===== config.mk =====
export PLATFORM = sky130hd
export DESIGN_NAME = fifo_wr_ctrl_async_flat
export DESIGN_NICKNAME = d
export VERILOG_FILES = /design/src/rtl/fifo_wr_ctrl_async_if.sv /design/src/rtl/fifo_wr_ctrl_async.sv /design/src/flat_wrapper.sv
export SDC_FILE = /design/constraint.sdc
export NUM_CORES = 1
export LEC_CHECK = 0
export CAP_MARGIN = 20
export CORE_ASPECT_RATIO = 0.9
export CORE_MARGIN = 3
export CORE_UTILIZATION = 40
export CTS_BUF_LIST = sky130_fd_sc_hd__clkbuf_4 sky130_fd_sc_hd__clkbuf_8
export DETAILED_ROUTE_END_ITERATION = 7
export GPL_TIMING_DRIVEN = 0
export PLACE_DENSITY = 0.64
export SETUP_SLACK_MARGIN = 0.4
export SLEW_MARGIN = 5
export SYNTH_ARGS = -nofsm -noshare
export SYNTH_HDL_FRONTEND = slang
export SYNTH_SLANG_ARGS = --single-unit

===== constraint.sdc =====
create_clock -name clk -period 4 [get_ports clk]
set_input_delay 0.6 -clock clk [delete_from_list [all_inputs] [get_ports clk]]
set_output_delay 0.6 -clock clk [all_outputs]
set_load 0.02 [all_outputs]

===== src/rtl/fifo_wr_ctrl_async_if.sv =====
// Handshake bundle between the UART RX side, the shared FIFO and the
// FIFO write controller.
interface fifo_wr_ctrl_async_if #(
  parameter int WIDTH = 8
);
  logic [WIDTH-1:0] rx_data;
  logic             rx_data_valid;
  logic             fifo_full;
  logic             read_fifo_n;
  logic             clr_overflow;
  logic             write_fifo_n;
  logic [WIDTH-1:0] fifo_wr_data;
  logic             busy;
  logic             overflow;
  logic [7:0]       drop_count;

  modport master (
    output rx_data, rx_data_valid, fifo_full, read_fifo_n, clr_overflow,
    input  write_fifo_n, fifo_wr_data, busy, overflow, drop_count
  );

  modport slave (
    input  rx_data, rx_data_valid, fifo_full, read_fifo_n, clr_overflow,
    output write_fifo_n, fifo_wr_data, busy, overflow, drop_count
  );
endinterface


===== src/rtl/fifo_wr_ctrl_async.sv =====
// FIFO write controller: holds one RX byte, arbitrates against FIFO reads and
// full, issues a one-cycle active-low write strobe, and tracks dropped bytes.
module fifo_wr_ctrl_async #(
  parameter int WIDTH   = 8,
  parameter int TIMEOUT = 64
) (
  input logic                  clk,
  input logic                  reset_n,
  fifo_wr_ctrl_async_if.slave  bus
);
  localparam int CW = (TIMEOUT > 2) ? $clog2(TIMEOUT) : 1;

  typedef enum logic [1:0] {
    IDLE    = 2'd0,
    ARB     = 2'd1,
    WRITE   = 2'd2,
    RECOVER = 2'd3
  } state_e;

  state_e           state_q, state_d;
  logic [CW-1:0]    wait_cnt_q, wait_cnt_d;
  logic             hold_valid_q, hold_valid_d;
  logic [WIDTH-1:0] hold_data_q, hold_data_d;
  logic             write_n_q, write_n_d;
  logic [WIDTH-1:0] wr_data_q, wr_data_d;
  logic             busy_q, busy_d;
  logic             overflow_q, overflow_d;
  logic [7:0]       drop_cnt_q, drop_cnt_d;

  logic retire;
  logic timeout_drop;
  logic rx_drop;
  logic drop;

  always_comb begin
    state_d      = state_q;
    wait_cnt_d   = wait_cnt_q;
    hold_valid_d = hold_valid_q;
    hold_data_d  = hold_data_q;
    wr_data_d    = wr_data_q;
    overflow_d   = overflow_q;
    drop_cnt_d   = drop_cnt_q;
    retire       = 1'b0;
    timeout_drop = 1'b0;
    rx_drop      = 1'b0;

    unique case (state_q)
      IDLE: begin
        if (hold_valid_q) state_d = ARB;
      end
      ARB: begin
        // Full outranks a pending read; only full advances the wait counter.
        if (bus.fifo_full) begin
          if (wait_cnt_q == CW'(TIMEOUT - 1)) begin
            timeout_drop = 1'b1;
            retire       = 1'b1;
            wait_cnt_d   = '0;
            state_d      = IDLE;
          end else begin
            wait_cnt_d = wait_cnt_q + CW'(1);
          end
        end else if (bus.read_fifo_n) begin
          wait_cnt_d = '0;
          state_d    = WRITE;
        end
      end
      WRITE: begin
        retire  = 1'b1;
        state_d = RECOVER;
      end
      RECOVER: begin
        state_d = hold_valid_q ? ARB : IDLE;
      end
    endcase

    // A byte arriving on the retiring edge refills the holding register.
    if (bus.rx_data_valid) begin
      if (!hold_valid_q || retire) begin
        hold_valid_d = 1'b1;
        hold_data_d  = bus.rx_data;
      end else begin
        rx_drop = 1'b1;
      end
    end else if (retire) begin
      hold_valid_d = 1'b0;
    end

    drop = timeout_drop | rx_drop;

    if (bus.clr_overflow) begin
      overflow_d = drop;
      drop_cnt_d = drop ? 8'd1 : 8'd0;
    end else if (drop) begin
      overflow_d = 1'b1;
      if (drop_cnt_q != 8'hFF) drop_cnt_d = drop_cnt_q + 8'd1;
    end

    write_n_d = (state_d != WRITE);
    if (state_d == WRITE) wr_data_d = hold_data_q;
    busy_d = hold_valid_d;
  end

  always_ff @(posedge clk or negedge reset_n) begin
    if (!reset_n) begin
      state_q      <= IDLE;
      wait_cnt_q   <= '0;
      hold_valid_q <= 1'b0;
      hold_data_q  <= '0;
      write_n_q    <= 1'b1;
      wr_data_q    <= '0;
      busy_q       <= 1'b0;
      overflow_q   <= 1'b0;
      drop_cnt_q   <= '0;
    end else begin
      state_q      <= state_d;
      wait_cnt_q   <= wait_cnt_d;
      hold_valid_q <= hold_valid_d;
      hold_data_q  <= hold_data_d;
      write_n_q    <= write_n_d;
      wr_data_q    <= wr_data_d;
      busy_q       <= busy_d;
      overflow_q   <= overflow_d;
      drop_cnt_q   <= drop_cnt_d;
    end
  end

  assign bus.write_fifo_n = write_n_q;
  assign bus.fifo_wr_data = wr_data_q;
  assign bus.busy         = busy_q;
  assign bus.overflow     = overflow_q;
  assign bus.drop_count   = drop_cnt_q;

endmodule

===== src/flat_wrapper.sv =====
// flat-port wrapper written by rule: the top's interface ports become plain ports
module fifo_wr_ctrl_async_flat 
#(
  parameter int WIDTH   = 8,
  parameter int TIMEOUT = 64
)
  (clk, reset_n, bus_rx_data, bus_rx_data_valid, bus_fifo_full, bus_read_fifo_n, bus_clr_overflow, bus_write_fifo_n, bus_fifo_wr_data, bus_busy, bus_overflow, bus_drop_count);
  fifo_wr_ctrl_async_if #(.WIDTH(WIDTH)) bus_i ();
  input logic clk;
  input logic reset_n;
  input wire logic [$bits(bus_i.rx_data)-1:0] bus_rx_data;
  input wire logic [$bits(bus_i.rx_data_valid)-1:0] bus_rx_data_valid;
  input wire logic [$bits(bus_i.fifo_full)-1:0] bus_fifo_full;
  input wire logic [$bits(bus_i.read_fifo_n)-1:0] bus_read_fifo_n;
  input wire logic [$bits(bus_i.clr_overflow)-1:0] bus_clr_overflow;
  output wire logic [$bits(bus_i.write_fifo_n)-1:0] bus_write_fifo_n;
  output wire logic [$bits(bus_i.fifo_wr_data)-1:0] bus_fifo_wr_data;
  output wire logic [$bits(bus_i.busy)-1:0] bus_busy;
  output wire logic [$bits(bus_i.overflow)-1:0] bus_overflow;
  output wire logic [$bits(bus_i.drop_count)-1:0] bus_drop_count;
  assign bus_i.rx_data = bus_rx_data;
  assign bus_i.rx_data_valid = bus_rx_data_valid;
  assign bus_i.fifo_full = bus_fifo_full;
  assign bus_i.read_fifo_n = bus_read_fifo_n;
  assign bus_i.clr_overflow = bus_clr_overflow;
  assign bus_write_fifo_n = bus_i.write_fifo_n;
  assign bus_fifo_wr_data = bus_i.fifo_wr_data;
  assign bus_busy = bus_i.busy;
  assign bus_overflow = bus_i.overflow;
  assign bus_drop_count = bus_i.drop_count;
  fifo_wr_ctrl_async #(.WIDTH(WIDTH), .TIMEOUT(TIMEOUT)) u_core (.clk(clk), .reset_n(reset_n), .bus(bus_i));
endmodule

Word level (Yosys, flattened, before mapping)

Index checks and enable logic that the tools add are counted.

Multipliers: 0
Shift operators: 0
Equal/unequal tests: 8
Divide/modulo/power cells: 0
Order comparisons: 0
Reductions and logical operators: 11
Add/sub/neg operators: 2
Multiplexer cells: 24
Bitwise gates (word level): 1

Operators by type and width:

| operator                                       | number |
|---|---|
| 2-to-1 mux 8 bit                               | 3 |
| 2-to-1 mux 6 bit                               | 3 |
| 2-to-1 mux 1 bit                               | 12 |
| adder 8 x 1 -> 8 bit (second input constant)   | 1 |
| 2-to-1 mux 2 bit                               | 4 |
| != test 8 bit (second input constant)          | 1 |
| case mux 2 bit (4 select lines)                | 1 |
| AND reduction 2 bit                            | 4 |
| nonzero test 2 bit                             | 4 |
| adder 6 x 1 -> 6 bit (second input constant)   | 1 |
| == test 2 bit (second input constant)          | 3 |
| == test 6 bit (second input constant)          | 1 |
| == test 2 x 1 -> 1 bit (second input constant) | 1 |
| logical NOT 2 bit                              | 1 |
| != test 2 x 1 -> 1 bit (second input constant) | 1 |
| != test 2 bit (second input constant)          | 1 |
| case mux 1 bit (2 select lines)                | 1 |
| logical NOT 1 bit                              | 1 |
| logical OR 1 bit                               | 1 |
| OR 1 bit                                       | 1 |

Memories: 0
Register bits after elaboration: 35
Logic and storage cells: 54
Bits of input ports: 14
Latch bits: 0
Memory bits (read-only): 0
Output and inout bits: 19
RAM bits: 0

Longest topological paths before layout

Gate-level depths: netlist of run 1.

Word-level depth: 10
Mapped depth: 8
Mapped depth without buffers: 7

Worst setup path before layout of run 1

Ideal clock, no wire load.

Kind: in2reg
Start point: in bus_fifo_full
End point: reg u_core.wr_data_q[0] (netlist: u_core.bus.fifo_wr_data[0])
Setup time: 125 ps
Path buffers: 2
Data arrival time: 1862 ps
Stages on the path: 7
Data required time: 3875 ps
Slack: 2012 ps
Cells stage by stage: buf_2 -> inv_1 -> o31ai_1 -> o22ai_1 -> nor2b_1 -> buf_6 -> mux2_4

Cells in the longest elaborated chain, start to end: 3

RTL lines:

| item                            | line                      | RTL |
|---|---|---|
| start: declaration              | flat_wrapper.sv:13        | `input wire logic [$bits(bus_i.fifo_full)-1:0] bus_fifo_full;` |
| 2-to-1 mux 2 bit                | fifo_wr_ctrl_async.sv:53  | `if (bus.fifo_full) begin` |
| case mux 2 bit (4 select lines) | fifo_wr_ctrl_async.sv:47  | `unique case (state_q)` |
| named net u_core.state_d[0]     | fifo_wr_ctrl_async.sv:20  | `state_e state_q, state_d;` |
| == test 2 bit                   | fifo_wr_ctrl_async.sv:99  | `if (state_d == WRITE) wr_data_d = hold_data_q;` |
| end signal: assignment          | fifo_wr_ctrl_async.sv:120 | `wr_data_q <= wr_data_d;` |
| end: declaration                | fifo_wr_ctrl_async.sv:25  | `logic [WIDTH-1:0] wr_data_q, wr_data_d;` |

The timed path passes the listed nets, and every way through them passes these cells.
A chain may end at the register's enable or synchronous reset.

Worst setup path in the final report of run 1

Start point: reg u_core.wait_cnt_q[0]
End point: reg u_core.wr_data_q[6] (netlist: u_core.bus.fifo_wr_data[6])

Cells in the longest elaborated chain, start to end: 5

RTL lines:

| item                            | line                      | RTL |
|---|---|---|
| start: declaration              | fifo_wr_ctrl_async.sv:21  | `logic [CW-1:0] wait_cnt_q, wait_cnt_d;` |
| start signal: assignment        | fifo_wr_ctrl_async.sv:116 | `wait_cnt_q <= wait_cnt_d;` |
| == test 6 bit                   | fifo_wr_ctrl_async.sv:54  | `if (wait_cnt_q == CW'(TIMEOUT - 1)) begin` |
| 2-to-1 mux 2 bit                | fifo_wr_ctrl_async.sv:54  |  |
| 2-to-1 mux 2 bit                | fifo_wr_ctrl_async.sv:53  |  |
| case mux 2 bit (4 select lines) | fifo_wr_ctrl_async.sv:47  |  |
| named net u_core.state_d[0]     | fifo_wr_ctrl_async.sv:20  |  |
| == test 2 bit                   | fifo_wr_ctrl_async.sv:99  |  |

The timed path passes the listed nets, and every way through them passes these cells.

==> results of run 1 <==
-- logic make-up after synthesis --
logic type      Yosys count  synth area share [%]
buf+inv                  12                  3.17
flops                    35                  50.5
xor+xnor                  2                  1.01
simple gates             46                  14.3
mux                      19                  13.9
compound gates           31                  12.9
fa+ha+maj                 6                  4.32
-- stage by stage --
step	power, mW	util, %	hold WS (ns)	cell area [um^2]
after global routing	1.51	53.1	0.454	2190
after detailed placement	1.17	50.9	0.492	2100
after floorplan	0.963	-	0.304	1740
after global placement	1.14	51.1	0.483	2110
after CTS	1.43	53.1	0.415	2190
final	1.41	53.1	0.387	2190
-- power breakdown --
part	internal, mW	switching (mW)	leakage [nW]
combinational	0.307	0.267	0.449
sequential	0.482	0.102	0.440
clock	0.128	0.123	0.0446
total	0.917	0.492	0.935
-- critical path: cells and delay by family (launching register included) --
| family | cells | cell delay, ns |
|---|---|---|
| fa+ha+maj | 1 | 0.25 |
| simple gates | 2 | 0.35 |
| mux | 1 | 0.31 |
| flops | 1 | 0.41 |
| compound gates | 2 | 0.60 |
| buf+inv | 1 | 0.19 |
-- cell type report --
| cell class | count | area, um^2 | share of cell area, % |
|---|---|---|---|
| plain buffers | 4 | 25.0 | 1.14 |
| well taps | 48 | 60.1 | 2.74 |
| clock inverters | 2 | 12.5 | 0.571 |
| inverters | 8 | 30.0 | 1.37 |
| repair buffers | 31 | 305 | 13.9 |
| flip-flops and latches | 35 | 877 | 40.0 |
| clock buffers | 6 | 76.3 | 3.48 |
| multi-input cells | 104 | 806 | 36.8 |
-- per-layer routing --
metal | wire length (um) | part of all wire [%] | vias to the layer above
met5 | 0 | 0 | -
met4 | 19 | 0.56 | 0
met3 | 164 | 4.9 | 2
met2 | 1570 | 47 | 29
met1 | 1610 | 48 | 620
li1 | - | - | 619
-- sequential cells by signal (all words and copies together), names as in the netlist --
signal                   cells
u_core.bus.overflow          1
u_core.bus.fifo_wr_data      8
u_core.hold_data_q           8
u_core.hold_valid_q          1
u_core.bus.drop_count        8
u_core.bus.write_fifo_n      1
u_core.state_q               2
u_core.wait_cnt_q            6
-- worst paths after layout --
path,from,to,cells past startpoint
worst max-delay path,u_core.wait_cnt_q[0],u_core.bus.fifo_wr_data[6],7
worst min-delay path,reset_n,u_core.bus.drop_count[5],1
worst max register to register,u_core.wait_cnt_q[0],u_core.bus.fifo_wr_data[6],7
worst min register to register,u_core.hold_data_q[7],u_core.bus.fifo_wr_data[7],1
max in group asynchronous,reset_n,u_core.state_q[1],1
min in group clk,u_core.hold_data_q[7],u_core.bus.fifo_wr_data[7],1
-- layout by cell type, fill, tap and decap left out, types with 2 or more instances in the layout --
| master | Yosys | final |
|---|---|---|
| a211oi_1 | 4 | 4 |
| a21oi_1 | 4 | 4 |
| buf_2 | 2 | 3 |
| clkbuf_8 | 0 | 5 |
| clkdlybuf4s50_1 | 0 | 30 |
| dfrtp_1 | 34 | 34 |
| ha_1 | 6 | 6 |
| inv_1 | 8 | 8 |
| mux2_2 | 9 | 9 |
| mux2_4 | 8 | 8 |
| mux2i_1 | 2 | 2 |
| nand2_1 | 16 | 16 |
| nand2b_1 | 2 | 2 |
| nand3_1 | 6 | 6 |
| nand4_1 | 2 | 2 |
| nor2_1 | 5 | 5 |
| nor2b_1 | 5 | 5 |
| nor3_1 | 3 | 3 |
| o21ai_0 | 7 | 7 |
| o31ai_1 | 3 | 3 |
| xnor2_1 | 2 | 2 |
==> reports/qor.yml, run 1 <==
floorplanning:
  die_y_um: 68.5
  ios: 33
  rows: 22
  core_um2: 4130
  dieArea_um2: 5170
  start_util_pct: 42.1
  die_w_um: 75.5
placed_design:
  place_hpwl_um: 2430
  place_inst: 230
  port-buffer-count: 31
  gp_congestion: 0.844
  preCtsSetupSlack_ns: 1.67
detailed_routing:
  drtPass1Iterations: 4
  routed_wl_um: 3360
  drc: 0
  drtIter0Drc: 40
  wire_per_inst_um: 14.1
  vias: 1270
  antenna_left: 0
  routed_via_density: 5.34
critical_path:
  critPathMaxStageDelay_ns: 0.43
  critPathKind: "register to register"
  startpoint_type: "register"
  path_cells: "ha_1 -> nand3_1 -> o31ai_1 -> o22ai_1 -> nor2b_1 -> buf_6 -> mux2_4"
  r2r_setup_slack_ns: 1.79
  crit_fanout: 9
  crit_required_ns: 4.17
  cp-end-kind: "register"
  cp.arrival_ns: 2.37
  slowest_stage: "o31ai_1"
yosys:
  syn-num-nets: 171
  async_flop_share_pct: 100
  synthTopCellsByCount: "dfrtp_1 (34), nand2_1 (16), mux2_2 (9)"
  ys.flop_type: "dfrtp_1"
  synth_warnings: 0
  yosys.area.top_type_share_pct: 49.0
  yosysUniqueCellTypes: 42
  yosysTopAreaCell: "dfrtp_1"
  synth_seq_cells: 35
  yosysSeqAreaShare_pct: 50.5
  syn_area_per_cell_um2: 11.5
  synth-edff-count: 0
  netlist_instances: 151
  synthesis.area_um2: 1740
  synth_area_leaders: "dfrtp_1 (49%), mux2_4 (6.9%), mux2_2 (5.8%)"
  yosysMostFrequentCell: "dfrtp_1"
sta:
  skew_ns: 0.00599
  finalCritPeriodShare_pct: 55.2
  setup_viol: 0
  rsz0062_at_grt: "false"
  slew_headroom_pct: 49.3
  fin_ws_ns: 1.79
  setup-tns-final_ns: 0
  max_clock_freq_ghz: 0.453
  hold_violations: 0
  worst_pin_slew_ns: 0.760
  min_period_ns: 2.21
  slew_violations: 0
clock_tree:
  worstSkewPairLatency_ns: 0.28
  htreeDepth: 2
  cts_setup_buffers: 0
  holdBufCountCts: 0
  clock_sinks: 35
  cts-root-buf: "clkbuf_8"
  clkTransAtPathRegs_ns: 0.07
  cts_tree: "yes"
  post_cts_resized: 0
  clock_path_buffers: 2
  numCtsBuffers: 5
layout:
  fin_nets: 209
  diodes: 0
  area_growth_pct: 26.1
  nFillCells: 364
  drive_above_1_share_pct: 19.5
  fin_cells: 238
power_and_ir_drop:
  powerDensity_nw_per_um2: 643
  ir_drop_uv: 339
  power.leakage_nw: 0.935
grt:
  antenna_found_initial: 0
  grt_pass1_wl_um: 5560
  grt_use_total_pct: 14.2
  grt_use_met2_pct: 22.7
  grt_pass1_vias: 1245
  gr-usage-met1_pct: 18.5
  gr-total-overflow: 0
  grt_use_met3_pct: 5.36
  grt_max_degree: 36
  top_usage_layer: "met2"
status:
  status: "finished, final reports clean"
flow_run:
  maxCapViolCount: 0
worst_hold_path:
  hold_class: "input port to asynchronous set/reset pin"
(Power assumes the default switching activity.)
==> inputs of run 2 (changes only) <==
--- a/config.mk
+++ b/config.mk
@@ -12,7 +12,7 @@
 export CTS_BUF_LIST = sky130_fd_sc_hd__clkbuf_4 sky130_fd_sc_hd__clkbuf_8
 export DETAILED_ROUTE_END_ITERATION = 7
 export GPL_TIMING_DRIVEN = 0
-export PLACE_DENSITY = 0.64
+export PLACE_DENSITY = 0.67
 export SETUP_SLACK_MARGIN = 0.4
 export SLEW_MARGIN = 5
 export SYNTH_ARGS = -nofsm -noshare
==> constraint.sdc (replaced) <==
create_clock -name clk -period 1.95 [get_ports clk]
set_input_delay 0.2925 -clock clk [delete_from_list [all_inputs] [get_ports clk]]
set_output_delay 0.2925 -clock clk [all_outputs]
set_load 0.02 [all_outputs]
==> reports/qor.yml, run 2 (synthesis results as in run 1) <==
placed_design:
  place_inst: 230
  port-buffer-count: 31
  place_hpwl_um: 2540
  gp_congestion: 0.852
critical_path:
  startpoint: "u_core.state_q[1]"
  critPathBufInv: 3
  slowest_stage: "dfrtp_1"
  cp-end-kind: "register"
  r2r_setup_slack_ns: 0.03
  critPathKind: "register to register"
  crit_required_ns: 2.11
  path_cells: "inv_2 -> buf_6 -> ha_4 -> nor2b_4 -> a211oi_2 -> o22ai_2 -> nor2b_4 -> buf_6 -> mux2_4"
  cp.depth: 9
  cp.arrival_ns: 2.09
  rr_worst_depth: 9
  r2r-end: "u_core.bus.fifo_wr_data[4]"
  startpoint_type: "register"
  crit_fanout: 5
  critPathMaxStageDelay_ns: 0.41
  reg2reg_from: "u_core.state_q[1]"
  endpoint: "u_core.bus.fifo_wr_data[4]"
  cp_top_family: "flip-flops"
clock_tree:
  numCtsBuffers: 5
  clock_path_buffers: 2
  cts-root-buf: "clkbuf_8"
  cts_tree: "yes"
  clkTransAtPathRegs_ns: 0.07
  worstSkewPairLatency_ns: 0.28
  htreeDepth: 2
  holdBufCountCts: 0
  clock_sinks: 35
grt:
  antenna_found_initial: 0
  gr-total-overflow: 0
  grt_use_total_pct: 17.1
  grt_pass1_wl_um: 6730
  grt_max_degree: 36
  grt_pass1_vias: 1463
detailed_routing:
  vias: 1411
  wire_per_inst_um: 15.9
  drtIter0Drc: 48
  drc: 0
  routed_via_density: 5.37
  antenna_left: 0
  routed_wl_um: 4190
  drtPass1Iterations: 4
sta:
  skew_ns: 0.00611
  min_period_ns: 1.92
  slew_violations: 0
  worst_hold_slack_ns: 0.0784
  finalCritPeriodShare_pct: 98.5
  worst_pin_slew_ns: 0.770
  slew_headroom_pct: 48.7
  setup_viol: 0
  hold_violations: 0
  rsz0062_at_grt: "true"
  max_clock_freq_ghz: 0.520
layout:
  fin_cells: 263
  final_common_cell: "dfrtp_1"
  drive_above_1_share_pct: 43.3
  fin_nets: 234
  final_cell_mix: "dfrtp_1 (31), mux2_4 (17), nand2_1 (14), buf_4 (14), dlygate4sd2_1 (13)"
  diodes: 0
  utilization_pct: 65.8
  area_growth_pct: 56.3
floorplanning:
  die_w_um: 75.5
  core_um2: 4130
  start_util_pct: 42.1
  ios: 33
  die_y_um: 68.5
  dieArea_um2: 5170
  rows: 22
flow_run:
  maxCapViolCount: 0
worst_hold_path:
  hold_class: "input port to asynchronous set/reset pin"
status:
  status: "finished, final reports clean"
power_and_ir_drop:
  power.leakage_nw: 1.29
  fin_total_pwr_mw: 3.71
  ir_drop_uv: 949
  powerDensity_nw_per_um2: 1370
==> run 2: through the flow <==
| step | setup WS [ns] | setup TNS, ns | area [um^2] |
|---|---|---|---|
| finish | 0.0285 | 0 | 2720 |
| global route | -0.0353 | -0.172 | 2720 |
| CTS | 0.0530 | 0 | 2580 |
| detailed placement | -0.0907 | -0.703 | 2190 |
| global placement | -0.230 | -4.01 | 2200 |
| floorplan | 0.160 | 0 | 1830 |
==> run 2: layout make-up <==
type / count / area, um^2
fillers: 307 / 1410
flip-flops and latches: 35 / 881
clock buffers: 8 / 104
plain buffers: 4 / 31.3
multi-input cells: 104 / 1070
repair buffers: 56 / 542
inverters: 8 / 30.0
well taps: 48 / 60.1
==> run 2: metal layers <==
layer	up-vias	track usage, %	wire (um)
met5	-	0	0
met4	0	4.80	42
met3	8	4.20	188
met2	40	29.4	2130
met1	696	21.5	1820
li1	667	-	-
==> run 2: worst min-delay path by stage <==
stage	to	start
2_1_floorplan	u_core.bus.drop_count[0]	reset_n
3_3_place_gp	u_core.bus.fifo_wr_data[4]	u_core.hold_data_q[4]
3_5_place_dp	u_core.bus.drop_count[6]	reset_n
4_1_cts	u_core.bus.overflow	reset_n
5_1_grt	u_core.wait_cnt_q[2]	reset_n
6_report	u_core.wait_cnt_q[2]	reset_n
==> run 2: power breakdown <==
part	switching [mW]	internal (mW)	total, mW
Clock	0.246	0.336	0.582
Sequential	0.233	0.994	1.23
Combinational	0.824	1.08	1.90
Total	1.30	2.41	3.71
==> run 2: timing repair <==
| item | CTS | global route |
|---|---|---|
| cloned | 1 | 0 |
| pin swaps | 12 | 7 |
| endpoints found under the setup margin | 38 | 34 |
| setup buffers | 17 | 7 |
| gates resized for setup | 43 | 22 |
==> run 2: worst reg2reg max path: cells and delay by family (launching register included) <==
kind | cells | cell delay [ns]
fa+ha+maj | 1 | 0.19
buf+inv | 3 | 0.36
compound gates | 2 | 0.30
flops | 1 | 0.41
mux | 1 | 0.30
simple gates | 2 | 0.24
==> inputs of run 3 (changes only) <==
--- a/config.mk
+++ b/config.mk
@@ -6,14 +6,14 @@
 export NUM_CORES = 1
 export LEC_CHECK = 0
 export CAP_MARGIN = 20
-export CORE_ASPECT_RATIO = 0.9
 export CORE_MARGIN = 3
 export CORE_UTILIZATION = 40
 export CTS_BUF_LIST = sky130_fd_sc_hd__clkbuf_4 sky130_fd_sc_hd__clkbuf_8
 export DETAILED_ROUTE_END_ITERATION = 7
 export GPL_TIMING_DRIVEN = 0
 export PLACE_DENSITY = 0.67
-export SETUP_SLACK_MARGIN = 0.4
+export REMOVE_ABC_BUFFERS = 1
+export SETUP_SLACK_MARGIN = 0.3
 export SLEW_MARGIN = 5
 export SYNTH_ARGS = -nofsm -noshare
 export SYNTH_HDL_FRONTEND = slang
==> reports/qor.yml, run 3 (synthesis results as in run 1) <==
grt:
  grt_use_total_pct: 17.3
  grt_pass1_wl_um: 6960
  gr-usage-met1_pct: 19.7
  grt_use_met3_pct: 6.09
  grt_use_met2_pct: 30.5
  grt_max_degree: 36
  grt_pass1_vias: 1514
  gr-total-overflow: 0
  antenna_found_initial: 0
  top_usage_layer: "met2"
placed_design:
  placed_area_um2: 2090
  port-buffer-count: 32
  gp_congestion: 0.739
  place_hpwl_um: 2470
sta:
  slew_violations: 0
  slew_headroom_pct: 48.9
  skew_ns: 0.00604
  setup_viol: 0
  max_clock_freq_ghz: 0.530
  hold_violations: 0
  finalCritPeriodShare_pct: 96.8
  worst_hold_slack_ns: 0.0686
  worst_pin_slew_ns: 0.766
  rsz0062_at_grt: "true"
  min_period_ns: 1.89
clock_tree:
  clock_sinks: 35
  worstSkewPairLatency_ns: 0.29
  htreeDepth: 2
  clock_path_buffers: 2
  clkTransAtPathRegs_ns: 0.07
  cts_tree: "yes"
  cts-root-buf: "clkbuf_8"
  numCtsBuffers: 5
critical_path:
  cp_top_family: "flip-flops"
  slowest_stage: "dfrtp_2"
  cp.arrival_ns: 2.06
  r2r_setup_slack_ns: 0.06
  rr_worst_depth: 8
  critPathMaxStageDelay_ns: 0.44
  path_cells: "inv_4 -> ha_4 -> buf_4 -> a31oi_2 -> o31ai_4 -> nor2b_4 -> buf_12 -> mux2_4"
  crit_fanout: 9
  cp-end-kind: "register"
  critPathKind: "register to register"
  r2r-end: "u_core.bus.fifo_wr_data[3]"
  reg2reg_from: "u_core.state_q[1]"
  crit_required_ns: 2.12
  critPathBufInv: 3
  startpoint_type: "register"
detailed_routing:
  antenna_left: 0
  drtIter0Drc: 49
  drtPass1Iterations: 4
  vias: 1441
  wire_per_inst_um: 16.9
  routed_via_density: 5.48
  routed_wl_um: 4440
  drc: 0
floorplanning:
  ios: 33
  rows: 23
  dieArea_um2: 5170
  die_w_um: 71.9
  core_um2: 4090
  start_util_pct: 42.5
  die_y_um: 71.9
flow_run:
  maxCapViolCount: 0
power_and_ir_drop:
  powerDensity_nw_per_um2: 1380
  ir_drop_uv: 932
  power.leakage_nw: 1.25
layout:
  final_common_cell: "dfrtp_1"
  utilization_pct: 66.4
  design_area_um2: 2710
  final_cell_mix: "dfrtp_1 (33), clkdlybuf4s50_1 (21), buf_4 (18), nand2_1 (14), mux2_4 (10)"
  fin_nets: 232
  area_growth_pct: 56.0
  drive_above_1_share_pct: 42.7
  diodes: 0
worst_hold_path:
  hold_class: "input port to asynchronous set/reset pin"
status:
  status: "finished, final reports clean"
[run 3: cell count changes in the layout (fill, tap and decap cells not counted), sizes merged, moves of 2 or more]
cell           previous run  this run
buf                      29        27
clkdlybuf4s50            11        21
dlygate4sd2              13         3
clkbuf                    9         6
[run 3: how the worst max path moves through the flow]
stage,from,endpoint,cells past startpoint
after global routing,u_core.wait_cnt_q[1],u_core.bus.fifo_wr_data[3],7
after detailed placement,bus_fifo_full,u_core.bus.fifo_wr_data[3],6
after floorplan,u_core.state_q[1],u_core.bus.fifo_wr_data[0],6
final,u_core.state_q[1],u_core.bus.fifo_wr_data[3],8
after CTS,u_core.state_q[1],u_core.bus.fifo_wr_data[3],8
after global placement,bus_fifo_full,u_core.bus.fifo_wr_data[1],6
[run 3: stage by stage]
stage / total power, mW / std cells / worst slack [ns] / setup TNS, ns
2_1_floorplan: 1.95 / 147 / -0.390 / -3.22
3_3_place_gp: 2.32 / 229 / -1.03 / -15.89
3_5_place_dp: 2.38 / 229 / -1.08 / -11.74
4_1_cts: 3.56 / 258 / 0.0887 / 0
5_1_grt: 3.97 / 263 / -0.0266 / -0.165
6_report: 3.75 / 263 / 0.0622 / 0
[run 3: worst register-to-register path, stage by stage, from the launching register on]
cell	delay [ns]
dfrtp_2	0.44
inv_4	0.06
ha_4	0.19
buf_4	0.14
a31oi_2	0.24
o31ai_4	0.11
nor2b_4	0.14
buf_12	0.15
mux2_4	0.30
[run 3: timing repair]
| action | in CTS | in global routing |
|---|---|---|
| pin swaps | 13 | 13 |
| gates resized for setup | 43 | 24 |
| buffers inserted | 21 | 5 |
| hold buffers | 0 | 0 |
| gates cloned | 0 | 0 |
| setup endpoints to repair | 29 | 33 |
[run 3: layout make-up]
cell class	instances	area, um^2
Tap cell	50	62.6
Fill cell	303	1380
Inverter	8	32.5
Clock inverter	2	35.0
Multi-Input combinational cell	104	1050
Sequential cell	35	878
Timing Repair Buffer	58	569
Clock buffer	6	82.6
[run 3: layer usage]
metal	share of wire (%)	vias to the layer above
met5	0	-
met4	2.2	0
met3	6.4	11
met2	51	44
met1	40	721
li1	-	665
[run 3: power breakdown]
part	leakage, nW	internal, mW	switching, mW	total, mW
sequential	0.439	0.989	0.214	1.20
combinational	0.754	1.04	0.835	1.87
clock	0.0612	0.413	0.264	0.677
